`src/rtl/rob_mc_pkg.sv`:
```
// Shared definitions for the reorder buffer: register-address width and
// branch-resolve decoding.
package rob_mc_pkg;

  localparam int REG_ADDR_W = 5;

  typedef enum logic [1:0] {
    BR_NONE   = 2'd0,
    BR_CLEAR  = 2'd1,
    BR_SQUASH = 2'd2
  } br_op_e;

  // Collapse the raw resolve strobes into one of three actions.
  function automatic br_op_e br_decode(input logic en, input logic miss);
    if (!en) return BR_NONE;
    return miss ? BR_SQUASH : BR_CLEAR;
  endfunction

endpackage

```
`src/rtl/rob_squash_scan.sv`:
```
// Finds the oldest squashed entry, scanning from head in program order with
// wrap-around. That index becomes the new tail after a mispredict.
module rob_squash_scan #(
  parameter int DEPTH = 16,
  parameter int TAG_W = $clog2(DEPTH)
) (
  input  logic [DEPTH-1:0] squash,
  input  logic [TAG_W-1:0] head,
  output logic             any,
  output logic [TAG_W-1:0] tail_new
);

  logic [TAG_W-1:0] idx;

  // Walk from the youngest offset down so the oldest hit is written last.
  always_comb begin
    any      = |squash;
    tail_new = head;
    idx      = '0;
    for (int off = DEPTH - 1; off >= 0; off--) begin
      idx = head + TAG_W'(off);
      if (squash[idx]) tail_new = idx;
    end
  end

endmodule

```
`src/rtl/rob_mc.sv`:
```
// Multi-commit reorder buffer with branch-mask speculation.
// Optional feature macro ROB_WB_BYPASS_EN: when defined, same-cycle
// writebacks are forwarded to the operand read ports.
module rob_mc
  import rob_mc_pkg::*;
#(
  parameter int DEPTH    = 16,
  parameter int DATA_W   = 32,
  parameter int BTAG_W   = 4,
  parameter int WB_PORTS = 2,
  parameter int COMMIT_W = 2,
  localparam int TAG_W   = $clog2(DEPTH),
  localparam int BIDX_W  = (BTAG_W > 1) ? $clog2(BTAG_W) : 1
) (
  input  logic                             clk,
  input  logic                             rst,
  input  logic                             rdy,
  input  logic                             disp_en,
  input  logic [REG_ADDR_W-1:0]            disp_dest,
  input  logic [BTAG_W-1:0]                disp_bmask,
  output logic                             alloc_ready,
  output logic [TAG_W-1:0]                 alloc_tag,
  input  logic [WB_PORTS-1:0]              wb_en,
  input  logic [WB_PORTS*TAG_W-1:0]        wb_tag,
  input  logic [WB_PORTS*DATA_W-1:0]       wb_data,
  input  logic [2*TAG_W-1:0]               rd_tag,
  output logic [1:0]                       rd_hit,
  output logic [2*DATA_W-1:0]              rd_data,
  input  logic                             br_en,
  input  logic [BIDX_W-1:0]                br_idx,
  input  logic                             br_miss,
  output logic [COMMIT_W-1:0]              cm_valid,
  output logic [COMMIT_W*REG_ADDR_W-1:0]   cm_dest,
  output logic [COMMIT_W*DATA_W-1:0]       cm_data,
  output logic [TAG_W:0]                   occupancy
);

  logic [DEPTH-1:0]                       valid_q, valid_d, done_q, done_d;
  logic [DEPTH-1:0][REG_ADDR_W-1:0]       dest_q, dest_d;
  logic [DEPTH-1:0][DATA_W-1:0]           data_q, data_d;
  logic [DEPTH-1:0][BTAG_W-1:0]           bmask_q, bmask_d, eff_mask;
  logic [TAG_W-1:0]                       head_q, head_d, tail_q, tail_d;
  logic [TAG_W:0]                         count_q, count_d, n_cm;
  logic [COMMIT_W-1:0]                    cm_valid_q, cm_valid_d, lane_ok;
  logic [COMMIT_W-1:0][REG_ADDR_W-1:0]    cm_dest_q, cm_dest_d;
  logic [COMMIT_W-1:0][DATA_W-1:0]        cm_data_q, cm_data_d;
  logic [COMMIT_W-1:0][TAG_W-1:0]         lane_idx;
  logic [WB_PORTS-1:0][TAG_W-1:0]         wb_tag_a;
  logic [WB_PORTS-1:0][DATA_W-1:0]        wb_data_a;
  logic [1:0][TAG_W-1:0]                  rd_tag_a;
  logic [1:0][DATA_W-1:0]                 rd_data_a;
  logic [BTAG_W-1:0]                      clr_vec;
  logic [DEPTH-1:0]                       squash;
  logic [TAG_W-1:0]                       sq_tail;
  logic                                   sq_any, do_disp, run;
  br_op_e                                 br_op;

  assign wb_tag_a  = wb_tag;
  assign wb_data_a = wb_data;
  assign rd_tag_a  = rd_tag;
  assign rd_data   = rd_data_a;
  assign cm_valid  = cm_valid_q;
  assign cm_dest   = cm_dest_q;
  assign cm_data   = cm_data_q;
  assign occupancy = count_q;
  assign alloc_tag = tail_q;

  assign br_op       = br_decode(br_en, br_miss);
  assign clr_vec     = (br_op == BR_CLEAR) ? (BTAG_W'(1) << br_idx) : '0;
  // A just-freed slot is not reusable this cycle: fullness uses the registered count.
  assign alloc_ready = (count_q != (TAG_W+1)'(DEPTH)) && (br_op != BR_SQUASH);
  assign do_disp     = rdy & disp_en & alloc_ready;

  for (genvar i = 0; i < DEPTH; i++) begin : g_ent
    assign eff_mask[i] = bmask_q[i] & ~clr_vec;
    assign squash[i]   = (br_op == BR_SQUASH) & valid_q[i] & bmask_q[i][br_idx];
  end

  rob_squash_scan #(.DEPTH(DEPTH), .TAG_W(TAG_W)) u_scan (
    .squash   (squash),
    .head     (head_q),
    .any      (sq_any),
    .tail_new (sq_tail)
  );

  // Operand lookup; with bypass a same-cycle writeback overrides stored state.
  always_comb begin
    rd_hit    = '0;
    rd_data_a = '0;
    for (int r = 0; r < 2; r++) begin
      rd_hit[r]    = valid_q[rd_tag_a[r]] & done_q[rd_tag_a[r]];
      rd_data_a[r] = data_q[rd_tag_a[r]];
`ifdef ROB_WB_BYPASS_EN
      for (int p = WB_PORTS - 1; p >= 0; p--) begin
        if (wb_en[p] && (wb_tag_a[p] == rd_tag_a[r])) begin
          rd_hit[r]    = 1'b1;
          rd_data_a[r] = wb_data_a[p];
        end
      end
`endif
    end
  end

  // In-order commit lanes: a lane retires only if every older lane does.
  always_comb begin
    lane_ok  = '0;
    lane_idx = '0;
    n_cm     = '0;
    run      = 1'b1;
    for (int k = 0; k < COMMIT_W; k++) begin
      lane_idx[k] = head_q + TAG_W'(k);
      run         = run & valid_q[lane_idx[k]] & done_q[lane_idx[k]] & ~|eff_mask[lane_idx[k]];
      lane_ok[k]  = run;
      n_cm        = n_cm + (TAG_W+1)'(run);
    end
  end

  // Next state: writeback, commit, resolve/squash, dispatch; all held while stalled.
  always_comb begin
    valid_d    = valid_q;
    done_d     = done_q;
    dest_d     = dest_q;
    data_d     = data_q;
    bmask_d    = bmask_q;
    head_d     = head_q;
    tail_d     = tail_q;
    count_d    = count_q;
    cm_valid_d = cm_valid_q;
    cm_dest_d  = cm_dest_q;
    cm_data_d  = cm_data_q;
    if (rdy) begin
      // Highest port first so the lowest index is applied last and wins.
      for (int p = WB_PORTS - 1; p >= 0; p--) begin
        if (wb_en[p] && valid_q[wb_tag_a[p]]) begin
          done_d[wb_tag_a[p]] = 1'b1;
          data_d[wb_tag_a[p]] = wb_data_a[p];
        end
      end
      for (int k = 0; k < COMMIT_W; k++) begin
        cm_valid_d[k] = lane_ok[k];
        cm_dest_d[k]  = lane_ok[k] ? dest_q[lane_idx[k]] : '0;
        cm_data_d[k]  = lane_ok[k] ? data_q[lane_idx[k]] : '0;
        if (lane_ok[k]) begin
          valid_d[lane_idx[k]] = 1'b0;
          done_d[lane_idx[k]]  = 1'b0;
        end
      end
      for (int i = 0; i < DEPTH; i++) begin
        bmask_d[i] = eff_mask[i];
        if (squash[i]) begin
          valid_d[i] = 1'b0;
          done_d[i]  = 1'b0;
        end
      end
      head_d = head_q + n_cm[TAG_W-1:0];
      if (do_disp) begin
        valid_d[tail_q] = 1'b1;
        done_d[tail_q]  = 1'b0;
        dest_d[tail_q]  = disp_dest;
        bmask_d[tail_q] = disp_bmask & ~clr_vec;
        tail_d          = tail_q + 1'b1;
      end
      if (sq_any) begin
        tail_d  = sq_tail;
        count_d = {1'b0, sq_tail - head_d};
      end else begin
        count_d = count_q + (TAG_W+1)'(do_disp) - n_cm;
      end
    end
  end

  // State registers; reset discards every entry immediately.
  always_ff @(posedge clk or posedge rst) begin
    if (rst) begin
      valid_q    <= '0;
      done_q     <= '0;
      dest_q     <= '0;
      data_q     <= '0;
      bmask_q    <= '0;
      head_q     <= '0;
      tail_q     <= '0;
      count_q    <= '0;
      cm_valid_q <= '0;
      cm_dest_q  <= '0;
      cm_data_q  <= '0;
    end else begin
      valid_q    <= valid_d;
      done_q     <= done_d;
      dest_q     <= dest_d;
      data_q     <= data_d;
      bmask_q    <= bmask_d;
      head_q     <= head_d;
      tail_q     <= tail_d;
      count_q    <= count_d;
      cm_valid_q <= cm_valid_d;
      cm_dest_q  <= cm_dest_d;
      cm_data_q  <= cm_data_d;
    end
  end

endmodule

```
`config.mk`:
```
export PLATFORM = sky130hd
export DESIGN_NAME = rob_mc
export DESIGN_NICKNAME = d
export VERILOG_FILES = /design/src/rtl/rob_mc_pkg.sv /design/src/rtl/rob_squash_scan.sv /design/src/rtl/rob_mc.sv
export SDC_FILE = /design/constraint.sdc
export NUM_CORES = 2
export LEC_CHECK = 0
export CAP_MARGIN = 10
export CORE_MARGIN = 2
export CORE_UTILIZATION = 57
export DETAILED_ROUTE_END_ITERATION = 12
export PLACE_DENSITY = 0.76
export SYNTH_ARGS = -nofsm -noshare
export SYNTH_HDL_FRONTEND = slang
export SYNTH_SLANG_ARGS = --single-unit
```
`constraint.sdc`:
```
create_clock -name clk -period 72.8 [get_ports clk]
set_input_delay 14.56 -clock clk [delete_from_list [all_inputs] [get_ports clk]]
set_output_delay 14.56 -clock clk [all_outputs]
set_load 0.005 [all_outputs]
```
# Yosys cells after proc, flatten, opt, wreduce, memory -nomap -nowiden
# Cells that the tools add are included.
# classes
add_sub_neg,21
magnitude_cmp,27
eq_ne,4
shift,1
n_mux,228
bitwise_logic,70
reduce_logical,16
# op_table
operator,n
512-bit 2-to-1 mux,3
512-bit bitwise mux,2
32-bit binary-select mux with 4-bit select,4
32-bit demux with 4-bit select,2
32-bit 2-to-1 mux,8
16-bit 2-to-1 mux,12
1-bit 2-to-1 mux,111
"4-bit by 5-bit less-than comparator with 1-bit output, second input constant",21
1-bit binary-select mux with 4-bit select,26
4-bit 2-to-1 mux,22
16-bit AND,5
80-bit bitwise mux,1
4-bit AND,17
64-bit bitwise mux,1
64-bit 2-to-1 mux,1
16-bit NOT,3
16-bit bitwise OR,3
1-bit AND,41
5-bit binary-select mux with 4-bit select,2
"4-bit adder, second input constant",8
1-bit binary-select mux with 2-bit select,16
4-bit binary-select mux with 4-bit select,2
5-bit 2-to-1 mux,6
1-bit demux with 4-bit select,5
other kinds (25),45
# totals
ff_bits,777
input_bits,99
elab_cells,425

# Longest topological paths before layout
# depth
depth_word,25
mapped_depth,27
depth_no_buf,23

# Hierarchy
# Synthesis repeated with hierarchy kept, for this count alone.
# unflattened
hier_cells,5399
area_unflattened_um2,57933.1
# by_module_without_submodules
mod,n_inst,cells_each,area_each_um2,seq_area_each_um2
rob_mc,1,5124,55519.5,19443.6
rob_squash_scan,1,275,2413.6,0.0

# Worst setup path before layout
# Ideal clock, no wire load.
# synth_path
path_kind,input-to-output
startpoint,in rd_tag[0]
endpoint,out rd_data[22]
arrival_time_ps,16663
required_time_ps,58240
slack_ps,41577
path_stages,4
path_buffers,2
path_cell_list,buf_1 -> buf_1 -> mux4_2 -> mux4_2
# synth_via
elab_chain_cells,2
# synth_lines
element,line_no,text
"start, declared",rob_mc.sv:26,"input logic [2*TAG_W-1:0] rd_tag,"
32-bit binary-select mux with 4-bit select,rob_mc.sv:92,rd_data_a[r] = data_q[rd_tag_a[r]];
32-bit 2-to-1 mux (implied by the code),rob_mc.sv:92,
"end, declared",rob_mc.sv:28,"output logic [2*DATA_W-1:0] rd_data,"
# No other way between the ends. The select of a mux whose other input is x is not followed.

# Worst setup path after layout
# layout_path
startpoint,in rd_tag[4]
endpoint,out rd_data[45]
# Same word-level chain as after synthesis.

==> summary.md <==
| Metric | Value |
|---|---|
| Reg2reg start | `head_q[1]` |
| R2r setup slk | `66.29 ns` |
| Peak supply drop | `0.0000383 V` |
| Postcts setup bufs | `0` |
| Starting Density | `57.6%` |
| CORE AREA | `0.0952 sq mm` |
| Fraction of final layout cells sized beyond drive strength 1 | `23.2%` |
| Die area | `0.0987 sq mm` |
| EDFF count, synth | `0` |
| First-pass GRT wire length | `329000 microns` |
| RSZ-0062 raised after global routing | `no` |
| DR WL met3 | `41400 microns` |
| Largest stage delay on the critical path | `0.92 ns` |
| Worst Path Required | `58.24 ns` |
| H-tree levels | `3` |
| Crit share post-route | `44.7%` |
| R2R cell count | `18` |
| Top_reg_cell synth | `dfrtp_1` |
| Cell chain of the critical path | `buf_8 > buf_4 > mux4_2 > mux4_2 > clkdlybuf4s50_1` |
| I/O Buffers | `250` |
| # rows | `113` |
| Post-layout min period | `32.51 ns` |
| Hold path endpoint | `cm_data[6]` |
| Gpl congestion | `1.05` |
| Leak pwr | `22.6 nW` |
| HP Start | `cm_data[6]` |
| HPWL after detailed placement | `128000 microns` |
| Die X-Extent | `314 microns` |
| Final Hold Fails | `0` |
| Unique masters post-synth | `81` |
| IO Count | `251` |
| Clock Tree Root | `clkbuf_16` |
| CTS Hold Bufs | `0` |
| Synth Register Bits | `777` |
| CTS tree | `done` |
| Slowest-stage cell, CP | `buf_4` |
| WL/cell | `35.7 microns` |
| Congestion Overflow GR | `0` |
| Worst-path clk slew | `0.05 ns` |
| Final ANT Viol Nets | `0` |
| Syn_nets | `5192` |
| Clock Skew | `0.0402 ns` |
| Setup-failing EPs final | `0` |
| Routed Wire Length | `222000 microns` |
| Met1 WL | `71000 microns` |
| Crit path arrival time | `17.95 ns` |
| Cell area after synthesis | `0.0548 sq mm` |
| Reg2reg end | `occupancy[2]` |
| Die span in y | `314 microns` |
| Peak Freq | `30.8 MHz` |
| Initial DRT Pass Iterations | `7` |
| Hold depth | `1` |
| Worst-case clock buffer depth | `3` |
| Num Clock Sinks | `777` |
| Uppermost layer routed | `met5` |
| Total global-route track usage | `45.0%` |
| Synth warn | `0` |
| Critical Path Source | `rd_tag[4]` |
| TritonCTS buffer count | `86` |
| Syn avg cell area | `10.8 sq um` |
| Max-cap violations | `0` |
| Area grow syn2layout | `10.6%` |
| Crit. End Element | `primary output` |
| Initial antenna violation count | `14` |
| Detailed-route vias per instance | `8.22` |
| Final Max Slew Viols | `0` |
| Crit path max fanout | `81` |
| Status | `finished, final reports clean` |
| Tightest Pin Transition | `1.44 ns` |
| Final setup TNS | `0 ns` |
| Cells after Synth | `5060` |
| DRC Markers | `0` |
| Sequential share of the synthesized area | `35.5%` |
| Crit start category | `input pin` |
| Initial DRC count | `9456` |
| Post-CTS sizing | `0` |
| Power density cells | `45.1 mW/mm^2` |
| Min-delay worst type | `flop to flop` |
| Cell mode on critical path | `mux4_2` |
| Number of global-route vias before repair | `50300` |
| Largest net degree at the start of global routing | `208` |
| FFs w/ async S/R, synth | `100%` |
| Core Util, Final | `63.7%` |
| Clk_lat worst skew | `0.70 ns` |
| Nets | `5007` |
| Vias after detailed routing | `51200` |
| Worst rel slew slack | `3.83%` |
| Crit path kind | `input pin to primary output` |
| Routed wl met2 | `91600 microns` |
## cell type report
type,count,area [sq um]
antenna,16,40.0
tap,1265,1580
clock buffer,114,2380
inverter,76,298
clock inverter,40,612
timing repair buffer,359,3360
sequential,777,19500
multi-input combinational,3575,32900
fill,7133,34500
## per-stage QoR
step / cell area, sq um / cells / total power [W] / hold slack (ns) / setup WS (ns)
6_report: 60600 / 6222 / 0.00274 / 0.487 / 40.29
5_1_grt: 60600 / 6212 / 0.00284 / 0.503 / 40.05
4_1_cts: 60600 / 6206 / 0.00268 / 0.489 / 40.26
3_5_place_dp: 57600 / 6052 / 0.00221 / 0.473 / 40.27
3_3_place_gp: 57600 / 6052 / 0.00216 / 0.466 / 40.36
2_1_floorplan: 54800 / 5060 / 0.00177 / 0.458 / 36.43
## critical path, delay by kind of cell
family                 cells  cell delay (ns)
multiplexers               2             1.16
buffers and inverters      3             2.11
## synthesized netlist by cell type, types with 71 or more instances
| cell type | count | share of area [%] |
|---|---|---|
| a21oi_1 | 586 | 5.4 |
| buf_1 | 152 | 1.0 |
| clkbuf_1 | 449 | 3.1 |
| dfrtp_1 | 777 | 35 |
| inv_1 | 71 | 0.49 |
| mux2_2 | 81 | 1.7 |
| mux4_2 | 730 | 30 |
| nand2_1 | 213 | 1.5 |
| nand3_1 | 75 | 0.68 |
| nor2_1 | 631 | 4.3 |
| o21ai_0 | 94 | 0.86 |
| o22ai_1 | 573 | 6.5 |
## worst max-delay path by stage
stage | end | depth (start not counted)
final | rd_data[45] | 5
after global routing | rd_data[45] | 5
after CTS | rd_data[45] | 5
after detailed placement | rd_data[45] | 5
after global placement | rd_data[45] | 5
after floorplan | alloc_tag[0] | 1
## cell families (layout without fill, tap and decap cells)
logic type / count (synthesis) / in the layout / share of synthesized area, %
AND/OR/NAND/NOR: 1062 / 1062 / 8.08
AO/OA/AOI/OAI: 1604 / 1604 / 17.9
other: 0 / 16 / 0
XOR/XNOR: 27 / 27 / 0.431
flip-flops: 777 / 777 / 35.5
buffers and inverters: 708 / 589 / 4.98
multiplexers: 849 / 849 / 32.4
adder cells (fa/ha/maj): 33 / 33 / 0.794
## flip-flops by register name, indices dropped and copies added, names as in the netlist, 5 cells and up
name       flops
bmask_q       64
cm_data       64
cm_dest       10
data_q       512
dest_q        80
done_q        16
occupancy      5
valid_q       16
## routing by layer
layer  vias to the layer above  global-route usage, %
met5                         -                  0.338
met4                         4                   29.3
met3                      1410                   21.5
met2                      5399                   61.7
met1                     24900                   56.9
li1                      19400                      -
## power breakdown
group / internal (W) / switching, W
Sequential: 0.000624 / 0.000282
Combinational: 0.000739 / 0.000614
Clock: 0.000277 / 0.000199
Total: 0.00164 / 0.00110
## placed cells by master (no fill, tap or decap), types with 15 or more instances in the layout
cell	count
nand3_1	71
nor2_1	618
o2bb2ai_1	39
a31oi_1	21
o211ai_1	15
o21ai_1	52
clkinv_2	16
a22o_1	68
buf_4	108
mux2_2	81
clkbuf_16	86
a22oi_1	29
ha_1	29
nand2_2	24
nand2b_1	22
mux2i_1	34
xnor2_1	21
clkbuf_1	16
a21oi_1	582
o22ai_1	573
diode_2	16
dfrtp_1	774
nor3_1	35
nand2_1	189
inv_1	70
mux4_2	730
clkdlybuf4s50_1	240
and3_1	18
and2_1	17
o21ai_0	94
Note: power is estimated with default switching activity, not from simulation.
